<file path="config.mk">
export PLATFORM = sky130hd
export DESIGN_NAME = imem_loader_flat
export DESIGN_NICKNAME = d
export VERILOG_FILES = /design/src/rtl/imem_loader_if.sv /design/src/rtl/imem_loader.sv /design/src/flat_wrapper.sv
export SDC_FILE = /design/constraint.sdc
export NUM_CORES = 1
export LEC_CHECK = 0
export BUFFER_PORTS_ARGS = -buffer_cell sky130_fd_sc_hd__buf_2
export CORE_MARGIN = 4
export CORE_UTILIZATION = 39
export DETAILED_ROUTE_END_ITERATION = 8
export GPL_TIMING_DRIVEN = 0
export MAX_ROUTING_LAYER = met4
export PLACE_DENSITY = 0.55
export SYNTH_ARGS = -nofsm -noshare
export SYNTH_HDL_FRONTEND = slang
export SYNTH_SLANG_ARGS = --single-unit
export TNS_END_PERCENT = 1
</file>
<file path="constraint.sdc">
create_clock -name clk -period 3.1 [get_ports clk]
set_input_delay 0.155 -clock clk [delete_from_list [all_inputs] [get_ports clk]]
set_output_delay 0.155 -clock clk [all_outputs]
set_load 0.05 [all_outputs]
</file>
<file path="src/rtl/imem_loader_if.sv">
// Byte-stream input and instruction-memory write port of the program loader.
// Handshake: a byte moves on a rising clk edge with in_valid && in_ready; in_data must stay stable while in_valid is high and in_ready is low.
interface imem_loader_if #(
  parameter int ADDR_W = 8
);
  logic [7:0]        in_data;
  logic              in_valid;
  logic              in_ready;
  logic              imem_we;
  logic [ADDR_W-1:0] imem_addr;
  logic [31:0]       imem_wdata;

  modport master (
    input  in_data,
    input  in_valid,
    output in_ready,
    output imem_we,
    output imem_addr,
    output imem_wdata
  );

  modport slave (
    output in_data,
    output in_valid,
    input  in_ready,
    input  imem_we,
    input  imem_addr,
    input  imem_wdata
  );
endinterface

</file>
<file path="src/rtl/imem_loader.sv">
// Loads a length-prefixed little-endian program image into instruction memory and holds the core until done.
// Optional trailing XOR checksum byte is enabled by defining IMEM_LOADER_CHECKSUM_EN.
module imem_loader #(
  parameter int ADDR_W = 8,
  parameter int LEN_W  = 16
) (
  input  logic            clk,
  input  logic            reset,
  input  logic            start,
  imem_loader_if.master   bus,
  output logic            core_hold,
  output logic            done,
  output logic            error,
  output logic [ADDR_W:0] words_loaded,
  output logic [2:0]      state_dbg
);

  typedef enum logic [2:0] {
    S_IDLE = 3'd0,
    S_LEN0 = 3'd1,
    S_LEN1 = 3'd2,
    S_CHK  = 3'd3,
    S_DATA = 3'd4,
    S_CSUM = 3'd5,
    S_DONE = 3'd6,
    S_ERR  = 3'd7
  } state_t;

`ifdef IMEM_LOADER_CHECKSUM_EN
  localparam state_t S_TAIL = S_CSUM;
`else
  localparam state_t S_TAIL = S_DONE;
`endif

  localparam logic [LEN_W-1:0]  CAPACITY = LEN_W'(2 ** ADDR_W);
  localparam logic [ADDR_W:0]   WORD_ONE = {{ADDR_W{1'b0}}, 1'b1};

  state_t           state_q;
  state_t           state_d;
  logic             ready_d;
  logic [LEN_W-1:0] len_q;
  logic [1:0]       byte_cnt_q;
  logic [23:0]      word_buf_q;
  logic [ADDR_W:0]  n_words;
  logic             accept;
  logic             start_load;
  logic             last_byte;

  assign accept     = bus.in_valid && bus.in_ready;
  assign start_load = start && (state_q == S_IDLE || state_q == S_DONE || state_q == S_ERR);
  // Only meaningful in DATA, where the length has already passed the capacity check.
  assign n_words    = len_q[ADDR_W:0];
  assign last_byte  = (state_q == S_DATA) && accept && (byte_cnt_q == 2'd3) &&
                      (words_loaded == n_words - WORD_ONE);
  assign state_dbg  = state_q;

`ifdef IMEM_LOADER_CHECKSUM_EN
  logic [7:0] csum_q;
  logic       csum_ok;

  assign csum_ok = (bus.in_data == csum_q);

  always_ff @(posedge clk) begin
    if (reset || start_load) begin
      csum_q <= '0;
    end else if (state_q == S_DATA && accept) begin
      csum_q <= csum_q ^ bus.in_data;
    end
  end
`endif

  always_comb begin
    state_d = state_q;
    case (state_q)
      S_IDLE, S_DONE, S_ERR: if (start) state_d = S_LEN0;
      S_LEN0: if (accept) state_d = S_LEN1;
      S_LEN1: if (accept) state_d = S_CHK;
      S_CHK: begin
        if (len_q == '0) begin
          state_d = S_TAIL;
        end else if (len_q > CAPACITY) begin
          state_d = S_ERR;
        end else begin
          state_d = S_DATA;
        end
      end
      // Leave DATA on the edge that ends the write cycle of the final word.
      S_DATA: if (bus.imem_we && words_loaded == n_words) state_d = S_TAIL;
`ifdef IMEM_LOADER_CHECKSUM_EN
      S_CSUM: if (accept) state_d = csum_ok ? S_DONE : S_ERR;
`endif
      default: state_d = S_IDLE;
    endcase
  end

  always_comb begin
    ready_d = 1'b0;
    case (state_d)
      S_LEN0, S_LEN1, S_CSUM: ready_d = 1'b1;
      S_DATA:                 ready_d = !last_byte && (words_loaded != n_words);
      default:                ready_d = 1'b0;
    endcase
  end

  always_ff @(posedge clk) begin
    if (reset) begin
      state_q        <= S_IDLE;
      bus.in_ready   <= 1'b0;
      bus.imem_we    <= 1'b0;
      bus.imem_addr  <= '0;
      bus.imem_wdata <= '0;
      core_hold      <= 1'b1;
      done           <= 1'b0;
      error          <= 1'b0;
      words_loaded   <= '0;
      len_q          <= '0;
      byte_cnt_q     <= '0;
      word_buf_q     <= '0;
    end else begin
      state_q      <= state_d;
      bus.in_ready <= ready_d;
      core_hold    <= (state_d != S_DONE);
      done         <= (state_d == S_DONE);
      error        <= (state_d == S_ERR);
      bus.imem_we  <= 1'b0;

      if (start_load) begin
        words_loaded <= '0;
        byte_cnt_q   <= '0;
      end

      if (state_q == S_LEN0 && accept) len_q[7:0] <= bus.in_data;
      if (state_q == S_LEN1 && accept) len_q[LEN_W-1 -: 8] <= bus.in_data;

      if (state_q == S_DATA && accept) begin
        byte_cnt_q <= byte_cnt_q + 2'd1;
        case (byte_cnt_q)
          2'd0: word_buf_q[7:0]   <= bus.in_data;
          2'd1: word_buf_q[15:8]  <= bus.in_data;
          2'd2: word_buf_q[23:16] <= bus.in_data;
          default: begin
            bus.imem_we    <= 1'b1;
            bus.imem_addr  <= words_loaded[ADDR_W-1:0];
            bus.imem_wdata <= {bus.in_data, word_buf_q};
            words_loaded   <= words_loaded + WORD_ONE;
          end
        endcase
      end
    end
  end

endmodule
</file>
<file path="src/flat_wrapper.sv">
// flat-port wrapper written by rule: the top's interface ports become plain ports
module imem_loader_flat 
#(
  parameter int ADDR_W = 8,
  parameter int LEN_W  = 16
)
  (clk, reset, start, core_hold, done, error, words_loaded, state_dbg, bus_in_data, bus_in_valid, bus_in_ready, bus_imem_we, bus_imem_addr, bus_imem_wdata);
  imem_loader_if #(.ADDR_W(ADDR_W)) bus_i ();
  input  logic clk;
  input  logic reset;
  input  logic start;
  output logic core_hold;
  output logic done;
  output logic error;
  output logic [ADDR_W:0] words_loaded;
  output logic [2:0] state_dbg;
  input wire logic [$bits(bus_i.in_data)-1:0] bus_in_data;
  input wire logic [$bits(bus_i.in_valid)-1:0] bus_in_valid;
  output wire logic [$bits(bus_i.in_ready)-1:0] bus_in_ready;
  output wire logic [$bits(bus_i.imem_we)-1:0] bus_imem_we;
  output wire logic [$bits(bus_i.imem_addr)-1:0] bus_imem_addr;
  output wire logic [$bits(bus_i.imem_wdata)-1:0] bus_imem_wdata;
  assign bus_i.in_data = bus_in_data;
  assign bus_i.in_valid = bus_in_valid;
  assign bus_in_ready = bus_i.in_ready;
  assign bus_imem_we = bus_i.imem_we;
  assign bus_imem_addr = bus_i.imem_addr;
  assign bus_imem_wdata = bus_i.imem_wdata;
  imem_loader #(.ADDR_W(ADDR_W), .LEN_W(LEN_W)) u_core (.clk(clk), .reset(reset), .start(start), .bus(bus_i), .core_hold(core_hold), .done(done), .error(error), .words_loaded(words_loaded), .state_dbg(state_dbg));
endmodule
</file>
==> summary.txt <==
Routing
  – DR DRC count: 0
  – Avg WL per Cell: 15.2 um
  – Routed wire length: 10800 um
  – Vias: 3596
  – Remaining antenna violation count: 0
  – 1st-pass router iterations: 5
  – Vias per inst: 5.06
  – DRT iter0 DRCs: 228

STA
  – Final Setup Violations: 0
  – Unrepaired setup endpoints after global routing: false
  – Period utilisation layout: 0.818
  – Max Fclk: 394 MHz
  – Min Tclk post-route: 2540 ps
  – Slew Viols, Final: 0
  – Setup tns final: 0 ps
  – Slew of the pin with the lowest slew margin: about 1200 ps
  – Clk_skew: 9.60 ps
  – Max-slew headroom: 0.218
  – Fin. Hold Viols: 0

Placed design
  – GPL Wtd Cong: 0.850
  – PortBufs: 67
  – Hpwl dp: between 7000 and 8000 um

Worst setup path
  – Critical path data arrival time: 2840 ps
  – Crit. End Element: register
  – R2R Setup Slk: between 500 and 600 ps
  – Worst-path fanout max: 6
  – CP Launch Point: u_core.len_q[1]$_SDFFE_PP0P_
  – Reg-to-Reg End: u_core.bus.in_ready$_SDFF_PP0_
  – RR Startpoint: u_core.len_q[1]$_SDFFE_PP0P_
  – Reg2reg path depth: 8
  – Worst setup path category: reg -> reg
  – Crit path required time: 3400 ps
  – Critical Path End: u_core.bus.in_ready$_SDFF_PP0_
  – Startpoint Class: register

Cells and area
  – Ratio of cells with drive above 1 in the final layout: 0.174
  – Most common library cell in the layout ignoring fill and taps: nand2_1
  – Most frequent cells in the layout: 115 x nand2_1, 99 x dfxtp_1, 70 x a21oi_1, 68 x buf_2
  – Diodes inserted: 0
  – Synth-to-layout area growth: 17.4%
  – Total Nets Final: 589

CTS
  – Cts repair resizes: 0
  – Clk root buf: clkbuf_8
  – Clock-pin slew on the worst setup and hold paths: 100 ps
  – Clock buffer depth: 2
  – Clk sinks: 99
  – CTS tree: yes
  – CTS H-tree depth: 3
  – Post-CTS Setup Bufs: 0
  – # hold bufs at CTS: 0
  – Clk_lat worst skew: 370 ps
  – Number of buffers created by CTS: 9

Synth
  – Synth area leaders: dfxtp_1 48%, nand2_1 11%, a21oi_1 8.5%
  – Yosys top cell area share: 0.483
  – Post-synth EDFFs: 0
  – Mapped Nets: roughly 500
  – Seq/Total Area, Yosys: 0.483
  – Cell area after synthesis: 0.00410 sq mm
  – Mean Syn Cell Area: 8.34 sq um
  – Yosys reg bits: 99
  – Yosys Warn Count: 0
  – Synth Flop Type: dfxtp_1
  – Mapped Cells: slightly below 500
  – Biggest area consumer among synthesized cells: dfxtp_1
  – Asr flop ratio synth: 0
  – Netlist cell types: 48

Die
  – Placeable Area: about 0.010 sq mm
  – # rows: 37
  – I/O pin total: slightly below 70
  – Effective utilization at floorplan: 0.399
  – Die height: 111 um
  – Die ar.: around 0.012 sq mm
  – Horiz. Die Dim: roughly 110 um

Pwr
  – Power Density: 492 mW/mm^2
  – Total power: 2370 uW
  – Leakage: ~0.0019 uW
  – Maximum VDD drop: 0.185 mV

Global route
  – Initial antenna violation count: 0
  – Number of global-route vias before repair: 3397
  – Total GRT Usage: 0.181
  – GRT overflow: 0
  – Pin count of the biggest net entering global routing: 19
  – Global-route wire length before repair: 17600 um

Run
  – Max Cap Viol: 0

Outcome
  – Status: finished, final reports clean

Hold path
  – Worst hold path class: in -> reg
flip-flops by register name, indices dropped and copies added (netlist names):
register and flops:
u_core.words_loaded 9, u_core.error 1, u_core.bus.imem_we 1, u_core.bus.imem_wdata 32
u_core.byte_cnt_q 2, u_core.state_dbg 3, u_core.core_hold 1, u_core.word_buf_q 24
u_core.bus.imem_addr 8, u_core.bus.in_ready 1, u_core.len_q 16, u_core.done 1
cells by family (layout without fill, tap and decap cells):
group	after synthesis	in the layout	synth area share
AND/OR/NAND/NOR	221	221	0.251
flip-flops	99	99	0.483
AO/OA/AOI/OAI	89	89	0.123
buffers and inverters	41	124	0.0399
multiplexers	19	19	0.0470
XOR/XNOR	16	16	0.0342
adder cells (fa/ha/maj)	7	7	0.0213
area by class of cell:
cell class | instances | area (sq um)
repair buffers | 67 | 335
multi-input cells | 352 | 1960
inverters | 8 | 30.0
clock buffers | 9 | 124
plain buffers | 33 | 134
flip-flops and latches | 99 | 1980
well taps | 136 | 170
clock inverters | 7 | 85.1
fillers | 1067 | 5460
routing by layer:
| layer | global-route usage | routed length (um) | part of all wire |
|---|---|---|---|
| met4 | 0.0665 | 191 | 0.018 |
| met2 | 0.268 | 4810 | 0.45 |
| met3 | 0.0307 | 481 | 0.045 |
| met5 | - | 0 | 0 |
| met1 | 0.248 | 5320 | 0.49 |
power by group:
group	total (uW)	switching (uW)	internal, uW
Combinational	206	144	62.8
Sequential	1290	10.2	1280
Clock	868	482	386
Total	2370	636	1730
synth_stat cells, types with 2 or more instances:
master	number
or4_1	3
nand4_1	5
dfxtp_1	99
nand2b_1	3
or2_2	2
nor4_2	2
or3b_2	2
mux2i_1	17
or4_4	2
nor2_1	29
xor2_1	12
inv_1	8
nand3_1	29
and3_1	3
ha_1	7
a31oi_1	2
nor3_1	12
xnor2_1	4
clkbuf_1	29
nor4b_1	3
and2_1	2
or3_1	4
o21a_1	4
nand2_1	115
mux2_2	2
a21oi_1	70
worst max-delay path, cell delays in order (launching register included):
cell	delay, ps
dfxtp_1	380
inv_1	70
ha_1	190
or3b_2	550
o21ai_2	190
a31oi_1	100
a211o_1	340
or4_4	490
o211ai_2	140
per-stage QoR:
step	hold WS (ps)	instances	area (sq um)	utilization	worst slack (ps)
6_report	97.1	711	4820	0.469	564
5_1_grt	106	711	4820	0.469	361
4_1_cts	88.3	711	4820	0.469	547
3_5_place_dp	444	695	4610	0.448	590
3_3_place_gp	440	695	4610	0.448	562
2_1_floorplan	291	492	4100	-	553
how the worst min path moves through the flow:
stage	start	to	slack [ps]	depth (start not counted)
finish	bus_in_data[7]	u_core.bus.imem_wdata[31]$_SDFFE_PP0P_	100	3
global placement	u_core.bus.imem_addr[3]$_SDFFE_PP0P_	u_core.bus.imem_addr[3]$_SDFFE_PP0P_	440	2
CTS	bus_in_data[2]	u_core.bus.imem_wdata[26]$_SDFFE_PP0P_	90	3
floorplan	bus_in_data[0]	u_core.bus.imem_wdata[24]$_SDFFE_PP0P_	290	2
detailed placement	u_core.bus.imem_wdata[20]$_SDFFE_PP0P_	u_core.bus.imem_wdata[20]$_SDFFE_PP0P_	440	2
global route	bus_in_data[3]	u_core.bus.imem_wdata[27]$_SDFFE_PP0P_	110	3
No activity file was read; power rests on OpenSTA's default activity.
